==> src/rtl/mp3_track_feeder.sv <==
// mp3_track_feeder: streams fixed-length MP3 tracks from block ROM
// through a small prefetch FIFO onto a valid/ready word stream.
// Ports: clk, RST (async, active-low); play, next_pulse, prev_pulse
// controls; mem_en/mem_addr/mem_dout ROM port (data 1 cycle after
// mem_en); word_data/word_valid/word_ready output stream;
// track/playing/track_end status.
// Option: define MP3_AUTO_NEXT_EN for gapless advance to the next
// track; otherwise the block parks at end of track.

module mp3_track_feeder #(
    parameter int ADDR_W     = 12,
    parameter int TRACK_NUM  = 4,
    parameter int TRK_W      = 2,
    parameter int TRACK_LEN  = 1024,
    parameter int FIFO_DEPTH = 4
) (
    input  logic              clk,
    input  logic              RST,
    input  logic              play,
    input  logic              next_pulse,
    input  logic              prev_pulse,
    output logic              mem_en,
    output logic [ADDR_W-1:0] mem_addr,
    input  logic [15:0]       mem_dout,
    output logic [15:0]       word_data,
    output logic              word_valid,
    input  logic              word_ready,
    output logic [TRK_W-1:0]  track,
    output logic              playing,
    output logic              track_end
);

    localparam int PW = $clog2(TRACK_LEN) + 1;
    localparam int AW = $clog2(FIFO_DEPTH);
    localparam int CW = AW + 1;

    localparam logic [1:0] S_IDLE  = 2'd0;
    localparam logic [1:0] S_FETCH = 2'd1;
    localparam logic [1:0] S_DRAIN = 2'd2;
    localparam logic [1:0] S_END   = 2'd3;

    logic [1:0]       r_state;
    logic [TRK_W-1:0] r_track;
    logic [PW-1:0]    r_rd_ptr;
    logic             r_inflight;
    logic [15:0]      r_mem [FIFO_DEPTH];
    logic [AW-1:0]    r_wptr;
    logic [AW-1:0]    r_rptr;
    logic [CW-1:0]    r_count;

    logic             w_skip;
    logic             w_issue;
    logic             w_empty;
    logic             w_wr;
    logic             w_pop;
    logic             w_done;
    logic             w_last;
    logic [CW-1:0]    w_occ;
    logic [TRK_W-1:0] w_trk_inc;
    logic [TRK_W-1:0] w_trk_dec;

    assign w_skip  = next_pulse | prev_pulse;
    assign w_empty = (r_count == '0);
    assign w_last  = (r_rd_ptr == PW'(TRACK_LEN - 1));

    // Words already in the FIFO plus the one on its way back from ROM;
    // issuing only below depth guarantees every return has a slot.
    assign w_occ   = r_count + CW'(r_inflight);

    // No issue during a skip: the address counter is being retargeted.
    assign w_issue = (r_state == S_FETCH) && play && !w_skip
                     && (w_occ < CW'(FIFO_DEPTH));

    // A return landing in a skip cycle belongs to the old track.
    assign w_wr    = r_inflight && !w_skip;
    assign w_pop   = word_valid && word_ready;
    assign w_done  = (r_state == S_DRAIN) && w_empty
                     && !r_inflight && !w_skip;

    assign w_trk_inc = (r_track == TRK_W'(TRACK_NUM - 1)) ?
                       '0 : r_track + TRK_W'(1);
    assign w_trk_dec = (r_track == '0) ?
                       TRK_W'(TRACK_NUM - 1) : r_track - TRK_W'(1);

    assign mem_en     = w_issue;
    assign mem_addr   = ADDR_W'(r_track) * ADDR_W'(TRACK_LEN)
                        + ADDR_W'(r_rd_ptr);
    assign word_data  = r_mem[r_rptr];
    assign word_valid = !w_empty && play;
    assign track      = r_track;
    assign playing    = play && ((r_state == S_FETCH)
                                 || (r_state == S_DRAIN));
    assign track_end  = w_done;

    always_ff @(posedge clk or negedge RST) begin
        if (!RST) begin
            r_state    <= S_IDLE;
            r_track    <= '0;
            r_rd_ptr   <= '0;
            r_inflight <= 1'b0;
        end else begin
            r_inflight <= w_issue;
            if (w_issue) begin
                r_rd_ptr <= r_rd_ptr + PW'(1);
            end
            if (next_pulse) begin
                r_track  <= w_trk_inc;
                r_rd_ptr <= '0;
                r_state  <= S_FETCH;
            end else if (prev_pulse) begin
                r_track  <= w_trk_dec;
                r_rd_ptr <= '0;
                r_state  <= S_FETCH;
            end else begin
                unique case (r_state)
                    S_IDLE: begin
                        if (play) r_state <= S_FETCH;
                    end
                    S_FETCH: begin
                        if (w_issue && w_last) r_state <= S_DRAIN;
                    end
                    S_DRAIN: begin
                        if (w_done) r_state <= S_END;
                    end
                    S_END: begin
`ifdef MP3_AUTO_NEXT_EN
                        r_track  <= w_trk_inc;
                        r_rd_ptr <= '0;
                        r_state  <= S_FETCH;
`else
                        if (!play) begin
                            r_state  <= S_IDLE;
                            r_rd_ptr <= '0;
                        end
`endif
                    end
                    default: r_state <= S_IDLE;
                endcase
            end
        end
    end

    always_ff @(posedge clk or negedge RST) begin
        if (!RST) begin
            r_mem   <= '{default: '0};
            r_wptr  <= '0;
            r_rptr  <= '0;
            r_count <= '0;
        end else if (w_skip) begin
            r_wptr  <= '0;
            r_rptr  <= '0;
            r_count <= '0;
        end else begin
            if (w_wr) begin
                r_mem[r_wptr] <= mem_dout;
                r_wptr        <= r_wptr + AW'(1);
            end
            if (w_pop) begin
                r_rptr <= r_rptr + AW'(1);
            end
            if (w_wr && !w_pop) begin
                r_count <= r_count + CW'(1);
            end else if (!w_wr && w_pop) begin
                r_count <= r_count - CW'(1);
            end
        end
    end

endmodule

==> config.mk <==
export PLATFORM = sky130hd
export DESIGN_NAME = mp3_track_feeder
export DESIGN_NICKNAME = d
export VERILOG_FILES = /design/src/rtl/mp3_track_feeder.sv
export SDC_FILE = /design/constraint.sdc
export NUM_CORES = 1
export LEC_CHECK = 0
export CAP_MARGIN = 10
export CORE_AREA = 8 8 103 105
export DETAILED_ROUTE_END_ITERATION = 10
export DIE_AREA = 0 0 111 113
export HOLD_SLACK_MARGIN = 0.03
export PLACE_DENSITY = 0.77
export REMOVE_ABC_BUFFERS = 1
export SLEW_MARGIN = 40
export SYNTH_ARGS = -nofsm -noshare
export SYNTH_HDL_FRONTEND = slang
export SYNTH_SLANG_ARGS = --single-unit
==> constraint.sdc <==
create_clock -name clk -period 1.74 [get_ports clk]
set_input_delay 0.261 -clock clk [delete_from_list [all_inputs] [get_ports clk]]
set_output_delay 0.261 -clock clk [all_outputs]
set_load 0.02 [all_outputs]
---- Yosys cells after proc, flatten, opt, wreduce, memory -nomap -nowiden ----
Index checks and enable logic that the tools add are counted.
word-level totals
  bits in registers ....................... 87
  logic and storage cells ................. 95
  output and inout bits ................... 34
  input port bits ......................... 22
operators by class
  bitwise gates (word level) .............. 4
  muxes and demuxes ....................... 29
  reductions and logical operators ........ 29
  order comparisons ....................... 4
  add/sub/neg operators ................... 9
  eq/ne operators ......................... 9
operator list
  cell                     number
  $bwmux W64               1
  $mux W11                 5
  $mux W16                 3
  $bmux W16 S2             1
  $demux W16 S2            1
  $mux W2                  14
  $logic_and A1 B1 Y1      14
  $add A12 B11 Y12         1
  $ne A4 B4 Y1 const B     3
  $add A11 B1 Y11 const B  1
  $eq A11 B10 Y1 const B   1
  $mux W3                  3
  $pmux W2 S4              1
  $add A2 B1 Y2 const B    3
  $eq A2 B2 Y1 const B     3
  $ge A3 B3 Y1 const B     2
  $not A2 Y3               2
  $reduce_bool A2 Y1       3
  $logic_not A1 Y1         5
  $logic_not A2 Y1         2
  $ne A4 B3 Y1 const B     1
  $reduce_and A4 Y1        1
  $add A3 B1 Y3            1
  $add A3 B1 Y3 const B    1
  other kinds (11)         11

---- Depth between registers and ports, before layout ----
Gate-level depths: netlist of run 1.
  depth after elaboration ................. 9
  mapped depth ............................ 7
  mapped depth without buffers ............ 6

---- Worst setup path after synthesis of run 1 ----
OpenSTA, ideal clock, no wires.
  kind .................................... register to register
  start ................................... register r_count[0]
  end ..................................... register r_count[2]
  buffers on the path ..................... 1
  cell stages (with the launch flop) ...... 8
  clock period less this slack ............ 1784 ps
  slack ................................... -44 ps
  required time ........................... 1605 ps
  arrival ................................. 1649 ps
  cell sequence ........................... dfrtp_1 -> buf_2 -> o311ai_4 -> and3_1 -> fa_1 -> nor3b_1 -> o21ai_0 -> nor3b_1
on the way
  word-level cells in the longest chain between the ends .. 8
  elaborated cells on any way between the ends .. 13
  those cells by class .................... 2 x add/sub; 3 x mux; 8 x reduce/logical
ends and longest elaborated chain
  what                                                                   RTL line  RTL
  from (decl)                                                            49        logic [CW-1:0] r_count;
  from (signal assigned)                                                 162       r_count <= r_count + CW'(1);
  from (signal assigned)                                                 164       r_count <= r_count - CW'(1);
  parallel branches: the longest is 8 deep, another holds $sub A3 B1 Y3  -
Parallel ways; which one is timed is not known. The select of a mux whose other input is x is not followed.
A chain may end at the register's enable or synchronous reset.

---- Worst setup path after layout of run 1 ----
  start ................................... register r_count[1]
  end ..................................... register r_count[2]
Same word-level chain as after synthesis.

==> impl_results.md, run 1 <==
- Status: finished, violations left
- Failing checks: setup timing
- Clock power frac: 27.5%
- Final period util: 112.7%
- Total wire length: 9841 um
- Register-to-Register Path Depth: 7
- Synth warn: 0
- F_max: 509.8 MHz
- Synth top area share: 49.69%
- Area leader, netlist: dfrtp_1
- Worst Path Buf+Inv: 1
- Die H: 113 um
- Family with the most delay on the worst path: simple AND/OR/NAND/NOR gates
- Crit end category: register
- Clk sinks: 87
- DRC errors left: 0
- Starting density of the core: 48.81%
- Dpl ws: -416.1 ps
- Max-slew violations: 0
- Sequential fraction of the synthesis area: 49.69%
- DIE AREA: 12540 um2
- P_int: 3242 uW
- Crit start category: register
- Largest net degree at the start of global routing: 42
- Number of cell rows: 35
- Gr usage total: 16.05%
- Drt first pass iters: 5
- Initial antenna violation count: 0
- Placer Congestion: 0.8612
- Netlist cell types: 41
- Number of synthesized flops with an enable pin: 0
- P_sw: 1311 uW
- Fin. Hold Viols: 0
- Post-synth ARST share: 100.0%
- Fraction of layout cells with a size suffix above 1: 47.76%
- Min setup slack post-route: -221.7 ps
- Crit path time final: 1962 ps
- Port bufs: 55
- First-pass GRT wire length: 16280 um
- Crit-path most repeated cell: nor3b_2
- Nets: 454
- Comb pwr share: 23.2%
- # diodes: 0
- RSZ-0062 raised after global routing: yes
- Critical path's largest stage delay: 450 ps
- Slowest cell on crit path: dfrtp_2
- Clock latency on the worst-skew pair: 350 ps
- Top cells by area, synth: dfrtp_1, mux2_2, mux4_2
- PwrDens: 783.1 nW/um2
- Worst r2r dst: r_count[2]
- Worst R2R Setup Slack: -220 ps
- Cell depth of the worst setup path: 7
- Sw frac: 28.80%
- # fillers: 667
- LEAKAGE: 0.002692 uW
- Area growth from synthesis to layout: 32.70%
- Setup CP Type: reg2reg
- Mapped Area: 4382 um2
- Main synth FF type: dfrtp_1
- Worst-path cell chain: buf_6 > o311ai_4 > and3_4 > fa_1 > nor3b_2 > o21ai_2 > nor3b_2
- Die width: 111 um
- Clock Tree Buf Depth: 2
- Via/cell ratio: 5.474
- Vias in the first global route: 3172
- Root Driver: clkbuf_8
- Wire per inst: 18.36 um
- CP required: 1980 ps
- Vias: 2934
- Total congestion overflow: 0
- Core area: 8977 um2
- Final setup viols: 21
- DRT antenna net count: 0
- Min-delay worst type: in2async
- Final Util: 64.77%
- Num CTS Buffers: 9
- Setup TNS: -2257 ps
- Iter 0 DRT Violations: 122
- Max_cap viols: 0
- Reg clk slew, reported paths: 90 ps
- Register bit total from synthesis: 87
- HPWL Detailed: 6502 um
- Fin area: 5814 um2
- Max VDD drop: 597.6 uV
- CTS tree: done
- Reg-to-Reg Start: r_count[1]
- Critical path arrival: 2200 ps
- Slew @ Worst Pin: 449.1 ps
- H-tree depth: 3
- Flop pwr share: 49.2%
- Overall power: 4553 uW
- Avg Cell Area, Syn: 13.28 um2
- Crit Path Max Fanout: 3
- DP Area: 5319 um2
- I/O pins: 56
- Slew HR: 70.06%
- Syn Inst Count: 330
- Skew final: 9.774 ps
-- placed cells by master, fill, tap and decap left out, drive strengths merged, types with 4 or more instances in the layout --
cell type | synthesis | final
or4 | 4 | 4
xnor2 | 6 | 6
clkdlybuf4s50 | 0 | 24
o31ai | 5 | 5
mux4 | 16 | 16
nand2b | 5 | 5
dlymetal6s2s | 0 | 5
o21ai | 4 | 4
inv | 10 | 12
buf | 24 | 77
nor2 | 9 | 9
dlygate4sd2 | 0 | 4
nand4 | 7 | 7
a21oi | 6 | 6
dfrtp | 87 | 87
ha | 10 | 10
and3 | 11 | 11
nor4 | 6 | 6
mux2i | 9 | 9
mux2 | 64 | 64
nand3 | 8 | 8
nand2 | 9 | 9
clkbuf | 7 | 9
-- flip-flops by register name, summed over array words and instances (netlist names) --
name / count
r_mem: 64
r_rd_ptr: 11
r_count: 3
r_rptr: 2
r_state: 2
r_wptr: 2
track: 2
r_inflight: 1
-- kinds of logic after synthesis --
family	Yosys count	synth area share (%)
AOI/OAI and AO/OA	20	3.770
xor gates and xnor gates	9	1.970
adders and majority gates	11	3.312
buffers and inverters	41	4.854
DFF	87	49.69
muxes	89	26.73
and+or+nand+nor	73	9.681
-- synth_stat cells (8+ instances only) --
| library cell | number |
|---|---|
| nand3_1 | 8 |
| dfrtp_1 | 87 |
| mux2_2 | 64 |
| nor2_1 | 8 |
| ha_1 | 10 |
| buf_2 | 13 |
| inv_1 | 10 |
| mux2i_1 | 9 |
| and3_1 | 11 |
| mux4_2 | 16 |
| nand2_1 | 8 |
| buf_4 | 11 |
-- power groups by stage --
stage,logic [uW],registers (uW),clock network [uW]
after floorplan,479,2300,0
after global placement,1020,2270,0
after detailed placement,1040,2280,0
after CTS,1070,2240,1290
after global routing,1140,2260,1380
final,1060,2240,1250
-- area by class of cell --
type,count,area [um2],share of cell area [%]
multi-input cells,202,2146,36.91
inverters,10,42.54,0.7317
clock inverters,6,46.29,0.7962
clock buffers,9,123.9,2.130
well taps,111,138.9,2.389
flip-flops and latches,87,2183,37.55
repair buffers,111,1134,19.50
-- metrics by stage --
stage	instances	hold WS [ps]
6_report	536	414.3
5_1_grt	536	433.9
4_1_cts	531	389.8
3_5_place_dp	510	242.5
3_3_place_gp	510	232.0
2_1_floorplan	299	-34.59
-- layer usage --
layer	vias up	GRT usage (%)	wire (um)
met2	82	26.47	4923
met1	1468	19.61	4220
met5	-	0	0
li1	1378	-	-
met4	0	3.604	57
met3	6	5.873	640
-- how the worst max path moves through the flow --
stage	slack, ps	from	endpoint
finish	-220	r_count[1]	r_count[2]
global route	-290	r_count[1]	r_count[2]
CTS	-250	r_rptr[0]	word_data[15]
detailed placement	-420	play	r_count[2]
global placement	-310	prev_pulse	mem_en
floorplan	-90	r_state[1]	r_state[0]
-- timing repair --
action	CTS	global route
hold buffers	1	0
setup buffers	4	7
hold endpoints to repair	32	0
gates cloned	1	0
endpoints found under the setup margin	35	32
gates resized for setup	152	28
pin swaps	4	7
Note: power is estimated with default switching activity, not from simulation.
==> run 2, diff against run 1 <==
--- a/config.mk
+++ b/config.mk
@@ -6,11 +6,12 @@
 export NUM_CORES = 1
 export LEC_CHECK = 0
 export CAP_MARGIN = 10
-export CORE_AREA = 8 8 103 105
+export CORE_AREA = 8 8 95 97
 export DETAILED_ROUTE_END_ITERATION = 10
-export DIE_AREA = 0 0 111 113
+export DIE_AREA = 0 0 103 105
+export GPL_ROUTABILITY_DRIVEN = 0
 export HOLD_SLACK_MARGIN = 0.03
-export PLACE_DENSITY = 0.77
+export PLACE_DENSITY = 0.86
 export REMOVE_ABC_BUFFERS = 1
 export SLEW_MARGIN = 40
 export SYNTH_ARGS = -nofsm -noshare
==> constraint.sdc (replaced) <==
create_clock -name clk -period 2.4 [get_ports clk]
set_input_delay 0.36 -clock clk [delete_from_list [all_inputs] [get_ports clk]]
set_output_delay 0.36 -clock clk [all_outputs]
set_load 0.02 [all_outputs]
==> run 2 against run 1 <==
- the run now ends clean
- power is 22% lower
- register-to-register slack better by 650 ps
- count of clock-buffer cells in the layout stayed put
- cell count is 9.5% lower
- routed wire length is 6.4% lower
- final area is 9.0% lower
- non-clock buffer count is 43 lower
- global-route usage is 1.9 points higher
- setup slack better by 370 ps
- critical endpoint is now word_data[5]
- highest routed layer unchanged
==> impl_results.md, run 2 (synthesized netlist as in run 1, its figures left out) <==
- Largest Register: r_mem
- CTS tree: done
- DRT antenna net count: 0 (unchanged)
- Setup TNS: 0 ps (+2257 ps)
- Final setup viols: 0 (-100%)
- Fin. Hold Viols: 0 (unchanged)
- Slew HR: 59.89% (-10 points)
- HPWL Detailed: 5993 um (-7.8%)
- Max VDD drop: 335.1 uV (-44%)
- Area of the multi-input gates: 1992 um2 (-7.2%)
- Worst r2r dst: r_count[2]
- Worst Setup SP: r_rptr[0]
- Core area: 7527 um2 (-16%)
- Crit start category: register
- Initial antenna violation count: 0 (unchanged)
- Wire per inst: 19.00 um (+3.5%)
- Skew final: 11.64 ps (+1.866 ps)
- Worst R2R Setup Slack: 430 ps (+650 ps)
- Max-slew violations: 0 (unchanged)
- Critical path arrival: 1890 ps (-310 ps)
- Most common cell after layout, fill and taps aside: dfrtp_1
- Hold WS: 508.0 ps (+93.67 ps)
- I/O pins: 56 (unchanged)
- H-tree depth: 3 (unchanged)
- Min-delay worst type: reg2reg
- Starting density of the core: 58.21% (+9.4 points)
- DRC errors left: 0 (unchanged)
- # fillers: 529 (-21%)
- Fraction of layout cells with a size suffix above 1: 30.81% (-17 points)
- Gr usage total: 17.94% (+1.9 points)
- Total congestion overflow: 0 (unchanged)
- Overall power: 3535 uW (-22%)
- Setup CP Type: reg2out
- F_max: 444.9 MHz
- Crit Path Max Fanout: 16 (+13)
- Via/cell ratio: 5.862 (+7.1%)
- DIE AREA: 10820 um2 (-14%)
- Final period util: 93.66%
- Max FFs per register: 64 (unchanged)
- Register-to-Register Path Depth: 6 (-1)
- Crit end category: output port
- Clk sinks: 87 (unchanged)
- RSZ-0062 raised after global routing: no
- Port bufs: 55 (unchanged)
- First-pass GRT wire length: 15320 um (-5.9%)
- Status: complete, no violations
- # diodes: 0 (unchanged)
- PwrDens: 667.9 nW/um2 (-15%)
- Total wire length: 9213 um (-6.4%)
- Area growth from synthesis to layout: 20.79%
- Drt first pass iters: 4 (-1)
- Root Driver: clkbuf_8
- Crit path time final: 2248 ps
- Num CTS Buffers: 9 (unchanged)
- CP required: 2040 ps (+60 ps)
- Largest net degree at the start of global routing: 48 (+14%)
- Top Registers: r_mem: 64 flops, r_rd_ptr: 11 flops, r_count: 3 flops
- Vias: 2843 (-3.1%)
- Reg clk slew, reported paths: 90 ps (about the same)
- Register area: 2181 um2 (-0.11%)
- Number of cell rows: 32 (-8.6%)
- Nets: 411 (-9.5%)
- Final Util: 70.31% (+5.5 points)
- Vias in the first global route: 2976 (-6.2%)
- Die H: 105 um (-7.1%)
- LEAKAGE: 0.002402 uW (-11%)
- Commonest non-fill, non-tap cells in the layout: dfrtp_1, mux2_2, clkdlybuf4s50_1, dlygate4sd2_1, mux4_2
- Reg-to-Reg Start: r_count[1]
- Max_cap viols: 0 (unchanged)
- Die width: 103 um (-7.2%)
- Crit path to: word_data[5]
- Clock latency on the worst-skew pair: 360 ps (about the same)
- Clock Tree Buf Depth: 2 (unchanged)
- Slew @ Worst Pin: 595.4 ps (+146.3 ps)
- Iter 0 DRT Violations: 177 (+45%)
[run 2: cell types whose count changed in the layout (fill, tap and decap cells not counted), moves of 3 or more]
cell | previous run | this run
buf_4 | 37 | 7
buf_6 | 30 | 0
bufinv_16 | 0 | 3
clkdlybuf4s50_1 | 24 | 35
dlygate4sd2_1 | 4 | 17
dlymetal6s2s_1 | 5 | 2
ha_1 | 6 | 10
ha_4 | 4 | 0
[run 2: worst min-delay path by stage]
| stage | from | slack, ps | cells after the start | to |
|---|---|---|---|---|
| floorplan | RST | 60 | 0 | r_count[0] |
| global placement | RST | 370 | 1 | r_mem[49] |
| detailed placement | RST | 380 | 1 | r_mem[49] |
| CTS | r_mem[25] | 510 | 1 | r_mem[25] |
| global route | r_mem[12] | 530 | 1 | r_mem[12] |
| finish | r_mem[2] | 510 | 1 | r_mem[2] |
[run 2: final cells by class]
type / count / area share (%)
clock buffer: 9 / 2.340
clock inverter: 7 / 2.340
inverter: 10 / 0.7092
multi-input combinational: 202 / 37.64
sequential: 87 / 41.21
tap: 102 / 2.411
timing repair buffer: 68 / 13.36
[run 2: stage by stage]
| step | cell area [um2] | setup WS, ps | std cells |
|---|---|---|---|
| final | 5293 | 152.1 | 485 |
| after global routing | 5293 | 91.31 | 485 |
| after CTS | 5286 | 16.05 | 485 |
| after detailed placement | 5047 | -9.762 | 468 |
| after global placement | 5047 | 107.7 | 468 |
| after floorplan | 4207 | 493.5 | 299 |
[run 2: repair_timing]
item / 4_1_cts / 5_1_grt
hold buffers: 1 / 0
pin swaps: 0 / 0
resized for setup: 19 / 3
endpoints found under the setup margin: 17 / 2
hold endpoints to repair: 40 / 0
cloned: 0 / 0
setup buffers: 0 / 0
[run 2: metal layers]
layer	track usage (%)	routed length (um)	vias to the layer above	part of all wire [%]
li1	-	-	1293	-
met5	0	0	-	0
met1	23.39	4038	1465	44
met2	28.41	4572	77	50
met3	4.645	508	8	5.5
met4	5.584	93	0	1.0
[run 2: report_power, final]
group          switching, uW  internal (uW)
logic                    320            329
clock network            548            702
registers               70.2           1560
[run 2: worst max-delay path: stages (launching register included)]
cell and delay [ps]:
dfrtp_1 430, buf_12 210, mux4_2 540, dlygate4sd2_1 350
==> run 3, diff against run 2 <==
--- a/config.mk
+++ b/config.mk
@@ -5,7 +5,7 @@
 export SDC_FILE = /design/constraint.sdc
 export NUM_CORES = 1
 export LEC_CHECK = 0
-export CAP_MARGIN = 10
+export CAP_MARGIN = 20
 export CORE_AREA = 8 8 95 97
 export DETAILED_ROUTE_END_ITERATION = 10
 export DIE_AREA = 0 0 103 105
==> results of run 3 <==
Final layout, timing and power as in run 2 (identical DEF).
